===== src/rtl/power_switch_sequencer.sv =====
`default_nettype none
// ============================================================================
//  Module   : power_switch_sequencer
//  Purpose  : Staggers header-switch segment enables per power domain, one
//             domain ramping at a time, with power-good and domain reset.
//  Revision : 1.0 - initial release
// ============================================================================
module power_switch_sequencer #(
    parameter int NUM_DOMAINS   = 4,
    parameter int NUM_STAGES    = 4,
    parameter int STAGE_DELAY   = 8,
    parameter int SETTLE_CYCLES = 16
) (
    input  logic                              clk,
    input  logic                              rst_n,
    input  logic [NUM_DOMAINS-1:0]            domain_power_enable,
    input  logic [NUM_DOMAINS-1:0]            domain_isolation_enable,
    output logic [NUM_DOMAINS*NUM_STAGES-1:0] switch_enable,
    output logic [NUM_DOMAINS-1:0]            domain_power_good,
    output logic [NUM_DOMAINS-1:0]            domain_reset_n,
    output logic [NUM_DOMAINS-1:0]            isolation_violation,
    output logic                              sequencer_busy
);

    localparam int c_MAXD = (STAGE_DELAY > SETTLE_CYCLES) ? STAGE_DELAY : SETTLE_CYCLES;
    localparam int c_CW   = $clog2(c_MAXD + 1);
    localparam int c_SW   = $clog2(NUM_STAGES);
    localparam int c_DW   = (NUM_DOMAINS > 1) ? $clog2(NUM_DOMAINS) : 1;
    localparam int c_DW1  = c_DW + 1;

    localparam logic [2:0] c_OFF       = 3'd0;
    localparam logic [2:0] c_RAMP_UP   = 3'd1;
    localparam logic [2:0] c_SETTLE    = 3'd2;
    localparam logic [2:0] c_ON        = 3'd3;
    localparam logic [2:0] c_RAMP_DOWN = 3'd4;

    localparam logic [c_CW-1:0] c_CNT_ONE    = c_CW'(1);
    localparam logic [c_CW-1:0] c_CNT_STAGE  = c_CW'(STAGE_DELAY);
    localparam logic [c_CW-1:0] c_CNT_SETTLE = c_CW'(SETTLE_CYCLES);
    localparam logic [c_SW-1:0] c_LAST       = c_SW'(NUM_STAGES - 1);
    localparam logic [c_SW-1:0] c_PENULT     = c_SW'(NUM_STAGES - 2);
    localparam logic [c_DW-1:0] c_DLAST      = c_DW'(NUM_DOMAINS - 1);
    localparam logic [c_DW:0]   c_NDX        = c_DW1'(NUM_DOMAINS);

    logic [NUM_DOMAINS-1:0][2:0]            r_state, w_state;
    logic [NUM_DOMAINS-1:0][NUM_STAGES-1:0] r_sw, w_sw;
    logic [NUM_DOMAINS-1:0]                 r_pg, w_pg;
    logic [NUM_DOMAINS-1:0]                 r_rstn, w_rstn;
    logic [NUM_DOMAINS-1:0]                 r_viol, w_viol;
    logic                                   r_busy, w_busy;
    logic                                   r_act, w_act;
    logic [c_DW-1:0]                        r_dom, w_dom;
    logic [c_DW-1:0]                        r_ptr, w_ptr;
    logic [c_CW-1:0]                        r_cnt, w_cnt;
    logic [c_SW-1:0]                        r_stage, w_stage;
    logic [NUM_DOMAINS-1:0]                 w_pend;
    logic                                   w_found;
    logic [c_DW-1:0]                        w_gnt;
    logic [c_DW:0]                          w_idx;

    always_comb begin : p_next
        w_state = r_state;
        w_sw    = r_sw;
        w_pg    = r_pg;
        w_rstn  = r_rstn;
        w_viol  = r_viol;
        w_busy  = r_act;
        w_act   = r_act;
        w_dom   = r_dom;
        w_ptr   = r_ptr;
        w_cnt   = r_cnt;
        w_stage = r_stage;
        w_pend  = '0;
        w_found = 1'b0;
        w_gnt   = '0;
        w_idx   = '0;

        for (int d = 0; d < NUM_DOMAINS; d++) begin
            w_pend[d] = ((r_state[d] == c_OFF) && domain_power_enable[d]) ||
                        ((r_state[d] == c_ON) && !domain_power_enable[d] &&
                         domain_isolation_enable[d]);
            if ((r_state[d] == c_ON) && !domain_power_enable[d] && !domain_isolation_enable[d])
                w_viol[d] = 1'b1;
            // Reset release trails power-good by one edge.
            if (r_state[d] == c_ON)
                w_rstn[d] = 1'b1;
        end

        for (int i = 0; i < NUM_DOMAINS; i++) begin
            w_idx = {1'b0, r_ptr} + c_DW1'(i);
            if (w_idx >= c_NDX)
                w_idx = w_idx - c_NDX;
            if (!w_found && w_pend[w_idx[c_DW-1:0]]) begin
                w_found = 1'b1;
                w_gnt   = w_idx[c_DW-1:0];
            end
        end

        if (!r_act) begin
            if (w_found) begin
                w_act  = 1'b1;
                w_busy = 1'b1;
                w_dom  = w_gnt;
                w_ptr  = (w_gnt == c_DLAST) ? '0 : w_gnt + 1'b1;
                if (r_state[w_gnt] == c_OFF) begin
                    w_state[w_gnt]    = c_RAMP_UP;
                    w_sw[w_gnt][0]    = 1'b1;
                    w_stage           = '0;
                    w_cnt             = c_CNT_STAGE;
                end else begin
                    w_state[w_gnt] = c_RAMP_DOWN;
                    w_pg[w_gnt]    = 1'b0;
                    w_rstn[w_gnt]  = 1'b0;
                    w_stage        = c_LAST;
                    w_cnt          = c_CNT_ONE;
                end
            end
        end else if (r_cnt != c_CNT_ONE) begin
            w_cnt = r_cnt - 1'b1;
        end else begin
            case (r_state[r_dom])
                c_RAMP_UP: begin
                    w_stage               = r_stage + 1'b1;
                    w_sw[r_dom][w_stage]  = 1'b1;
                    if (r_stage == c_PENULT) begin
                        w_state[r_dom] = c_SETTLE;
                        w_cnt          = c_CNT_SETTLE;
                    end else begin
                        w_cnt = c_CNT_STAGE;
                    end
                end
                c_SETTLE: begin
                    w_state[r_dom] = c_ON;
                    w_pg[r_dom]    = 1'b1;
                    w_act          = 1'b0;
                end
                c_RAMP_DOWN: begin
                    w_sw[r_dom][r_stage] = 1'b0;
                    if (r_stage == '0) begin
                        w_state[r_dom] = c_OFF;
                        w_act          = 1'b0;
                    end else begin
                        w_stage = r_stage - 1'b1;
                        w_cnt   = c_CNT_STAGE;
                    end
                end
                default: w_act = 1'b0;
            endcase
        end
    end

    always_ff @(posedge clk) begin
        if (!rst_n) begin
            r_state <= {NUM_DOMAINS{c_ON}};
            r_sw    <= '1;
            r_pg    <= '1;
            r_rstn  <= '1;
            r_viol  <= '0;
            r_busy  <= 1'b0;
            r_act   <= 1'b0;
            r_dom   <= '0;
            r_ptr   <= '0;
            r_cnt   <= '0;
            r_stage <= '0;
        end else begin
            r_state <= w_state;
            r_sw    <= w_sw;
            r_pg    <= w_pg;
            r_rstn  <= w_rstn;
            r_viol  <= w_viol;
            r_busy  <= w_busy;
            r_act   <= w_act;
            r_dom   <= w_dom;
            r_ptr   <= w_ptr;
            r_cnt   <= w_cnt;
            r_stage <= w_stage;
        end
    end

    assign switch_enable       = r_sw;
    assign domain_power_good   = r_pg;
    assign domain_reset_n      = r_rstn;
    assign isolation_violation = r_viol;
    assign sequencer_busy      = r_busy;

endmodule
`default_nettype wire


===== config.mk =====
export PLATFORM = sky130hd
export DESIGN_NAME = power_switch_sequencer
export DESIGN_NICKNAME = d
export VERILOG_FILES = /design/src/rtl/power_switch_sequencer.sv
export SDC_FILE = /design/constraint.sdc
export NUM_CORES = 1
export LEC_CHECK = 0
export BUFFER_PORTS_ARGS = -buffer_cell sky130_fd_sc_hd__buf_4
export CORE_ASPECT_RATIO = 0.6
export CORE_MARGIN = 2
export CORE_UTILIZATION = 40
export DETAILED_ROUTE_END_ITERATION = 7
export GPL_TIMING_DRIVEN = 0
export MAX_ROUTING_LAYER = met4
export PLACE_DENSITY = 0.62
export SYNTH_ARGS = -nofsm -noshare
export SYNTH_HDL_FRONTEND = slang
export SYNTH_SLANG_ARGS = --single-unit

===== constraint.sdc =====
create_clock -name clk -period 3.7 [get_ports clk]
set_clock_uncertainty 0.05 [all_clocks]
set_input_delay 0.185 -clock clk [delete_from_list [all_inputs] [get_ports clk]]
set_output_delay 0.185 -clock clk [all_outputs]
set_load 0.01 [all_outputs]

==> out/results.ini <==
[run_status]
status=finished, final reports clean

[worst_setup_path]
cpMaxStageDelayCell=a2111oi_1
r2r_cells=10
worstSetupPathType=register to register
path_delay_family=compound AO/OA/AOI/OAI gates
critPathBufInv=1
r2r_slack_ps=480
cp_max_fo=7
worstPathArrival_ps=3370
end_kind=register
cp_slowest_stage_delay_ps=610
path_cells=or3b_1 -> a2111oi_1 -> nor2_1 -> o211a_2 -> inv_1 -> ha_1 -> nand2_1 -> a21oi_1 -> nor2b_1 -> a2111o_1
worstPathRequired_ps=3840
start_kind=register
cp_num_cells=10

[logic_synthesis]
syn-num-nets=400
synth.yosys.seq_area_share_pct=33.92
synth_top_area_cell=dfxtp_1
synth.distinct_cells=71
async_flop_share_pct=0
synth_edf_count=0
synth-seq-cells=53
synthTopCellsByArea=dfxtp_1 34%, a21oi_1 5.6%, ha_1 4.8%, nor2_1 4.4%, nand2_1 4.0%
syn-mean-instance-area_um2=8.275
syn_inst=378
yosysWarnings=0
synth.top_cell.area_share_pct=33.92
synth_flop_cell=dfxtp_1
netlist_area_um2=3128

[global_route]
overflow=0
antenna_found_initial=0
track_usage_pct=23.40
grt_pass1_vias=2791
grt_pass1_wl_um=15060
grt_max_degree=19

[sta]
finalCritPeriodShare_pct=87.14
fmax_mhz=310.2
hold_ws_ps=169.7
rsz0062_at_grt=no
tns_ps=0
tightest_slew_ps=887.6
setup_violations=0
fin_ws_ps=475.8
maxSlewViolCount=0
hold_viol_final=0
slew_headroom_pct=40.28
fin_crit_ps=3224

[power_and_ir_drop]
post-layout-total-power_mw=2.637
ir_drop_mv=0.2714
power_density_nw_per_um2=715.2
p_leak_nw=1.427

[placed_design]
post-place-ws_ps=571.1
dpl.hpwl_um=6943
globalplace.congestion=0.9209
dp_cells=519
placed_area_um2=3536
port_buffers=37

[layout]
drive_gt1_share_pct=16.78
design_area_um2=3687
fin_nets=444
mostFrequentLayoutCells=53 x dfxtp_1, 38 x buf_4, 37 x nor2_1, 35 x a21oi_1, 33 x nand2_1
final_util_pct=49.71
fillers=703
stdcell_count=527
diodes=0
area_growth_pct=17.88
final_common_cell=dfxtp_1

[worst_hold_path]
hold_class=primary input to register
holdCritStartpoint=domain_isolation_enable[1]

[clock_tree]
cts_made_buffers=5
clkLatencyLatePin_ps=300
cts.path.max_buffers=2
htree_levels=2
cts_hold_buf=0
cts_sinks=53
post-cts-setup-buffer-count=0
cts_resized=0
cts_tree=built
cts_root_buf=clkbuf_16
clk_pin_slew_worst_paths_ps=80

[routing]
wl_um=9501
vias=3096
firstDrtPassIters=5
drc_errors=0
detail_route.wl_per_cell_um=18.03
antenna_left=0
drt_iter0_drc=335
vias_per_cell=5.875

[floorplanning]
die_w_um=118.2
std_cell_rows=24
dieArea_um2=8567
core_area_um2=7417
initial_core_util_pct=42.17
io_pins=39
die_y_um=72.50

[flow_run]
drv_cap=0

==> worst min path at each step <==
| stage | endpoint | slack [ps] | depth (start not counted) |
|---|---|---|---|
| CTS | isolation_violation[1] | 170 | 4 |
| global route | isolation_violation[0] | 190 | 4 |
| floorplan | isolation_violation[0] | 370 | 3 |
| finish | isolation_violation[1] | 170 | 4 |
| detailed placement | isolation_violation[0] | 410 | 2 |
| global placement | isolation_violation[1] | 400 | 2 |
==> cells by family (layout without fill, tap and decap cells) <==
family	Yosys count	count (layout)	synth area share [%]
multiplexers	9	9	4.280
adder cells (fa/ha/maj)	12	12	4.800
XOR/XNOR	2	2	0.5601
buffers and inverters	36	81	5.320
AND/OR/NAND/NOR	141	141	23.60
flip-flops	53	53	33.92
AO/OA/AOI/OAI	125	125	27.52
==> routing by layer <==
| layer | up-vias | GRT usage, % | part of all wire (%) |
|---|---|---|---|
| met3 | 11 | 5.660 | 8.6 |
| met2 | 144 | 29.22 | 38 |
| met5 | - | - | 0 |
| met1 | 1449 | 36.21 | 53 |
| li1 | 1492 | - | - |
| met4 | 0 | 5.890 | 0.86 |
==> worst reg2reg max path: stages (launching register included) <==
cell	delay (ps)
dfxtp_1	370
or3b_1	410
a2111oi_1	610
nor2_1	110
o211a_2	210
inv_1	130
ha_1	370
nand2_1	130
a21oi_1	260
nor2b_1	80
a2111o_1	380
==> area by class of cell <==
type / count / area [µm²] / area share [%]
well taps: 104 / 130.1 / 3.529
clock buffers: 5 / 125.1 / 3.393
multi-input cells: 289 / 1901 / 51.54
repair buffers: 37 / 277.8 / 7.533
inverters: 14 / 52.55 / 1.425
plain buffers: 22 / 113.9 / 3.088
clock inverters: 3 / 26.28 / 0.7126
flip-flops and latches: 53 / 1061 / 28.78
==> cells in the mapped netlist (2+ instances only) <==
cell and n:
a31o_2 4, o221ai_1 5, nor2b_1 7, inv_1 13, nand4b_1 4, o32ai_1 2
nor3_1 12, mux2_2 2, and2_1 9, clkbuf_1 14, nand2b_1 5, dfxtp_1 53
or3_1 5, o31ai_1 2, a21o_1 3, a2111o_1 2, buf_2 3, o2111ai_1 3
and3_1 2, or3b_1 4, o21a_1 4, o21ai_0 9, nor2_1 37, a21oi_1 35
mux2i_1 4, o21ai_1 10, a211oi_1 2, mux4_2 2, nand3_1 9, buf_6 3
a31oi_1 15, nor4_1 2, o211ai_1 10, ha_1 12, xor2_1 2, nand2_1 33
==> report_power, final <==
part	leakage, nW	internal (mW)	switching (mW)
Combinational	0.919	0.509	0.785
Clock	0.0744	0.257	0.237
Sequential	0.433	0.698	0.152
Total	1.43	1.46	1.17
Power figures use the tool's default switching activity.
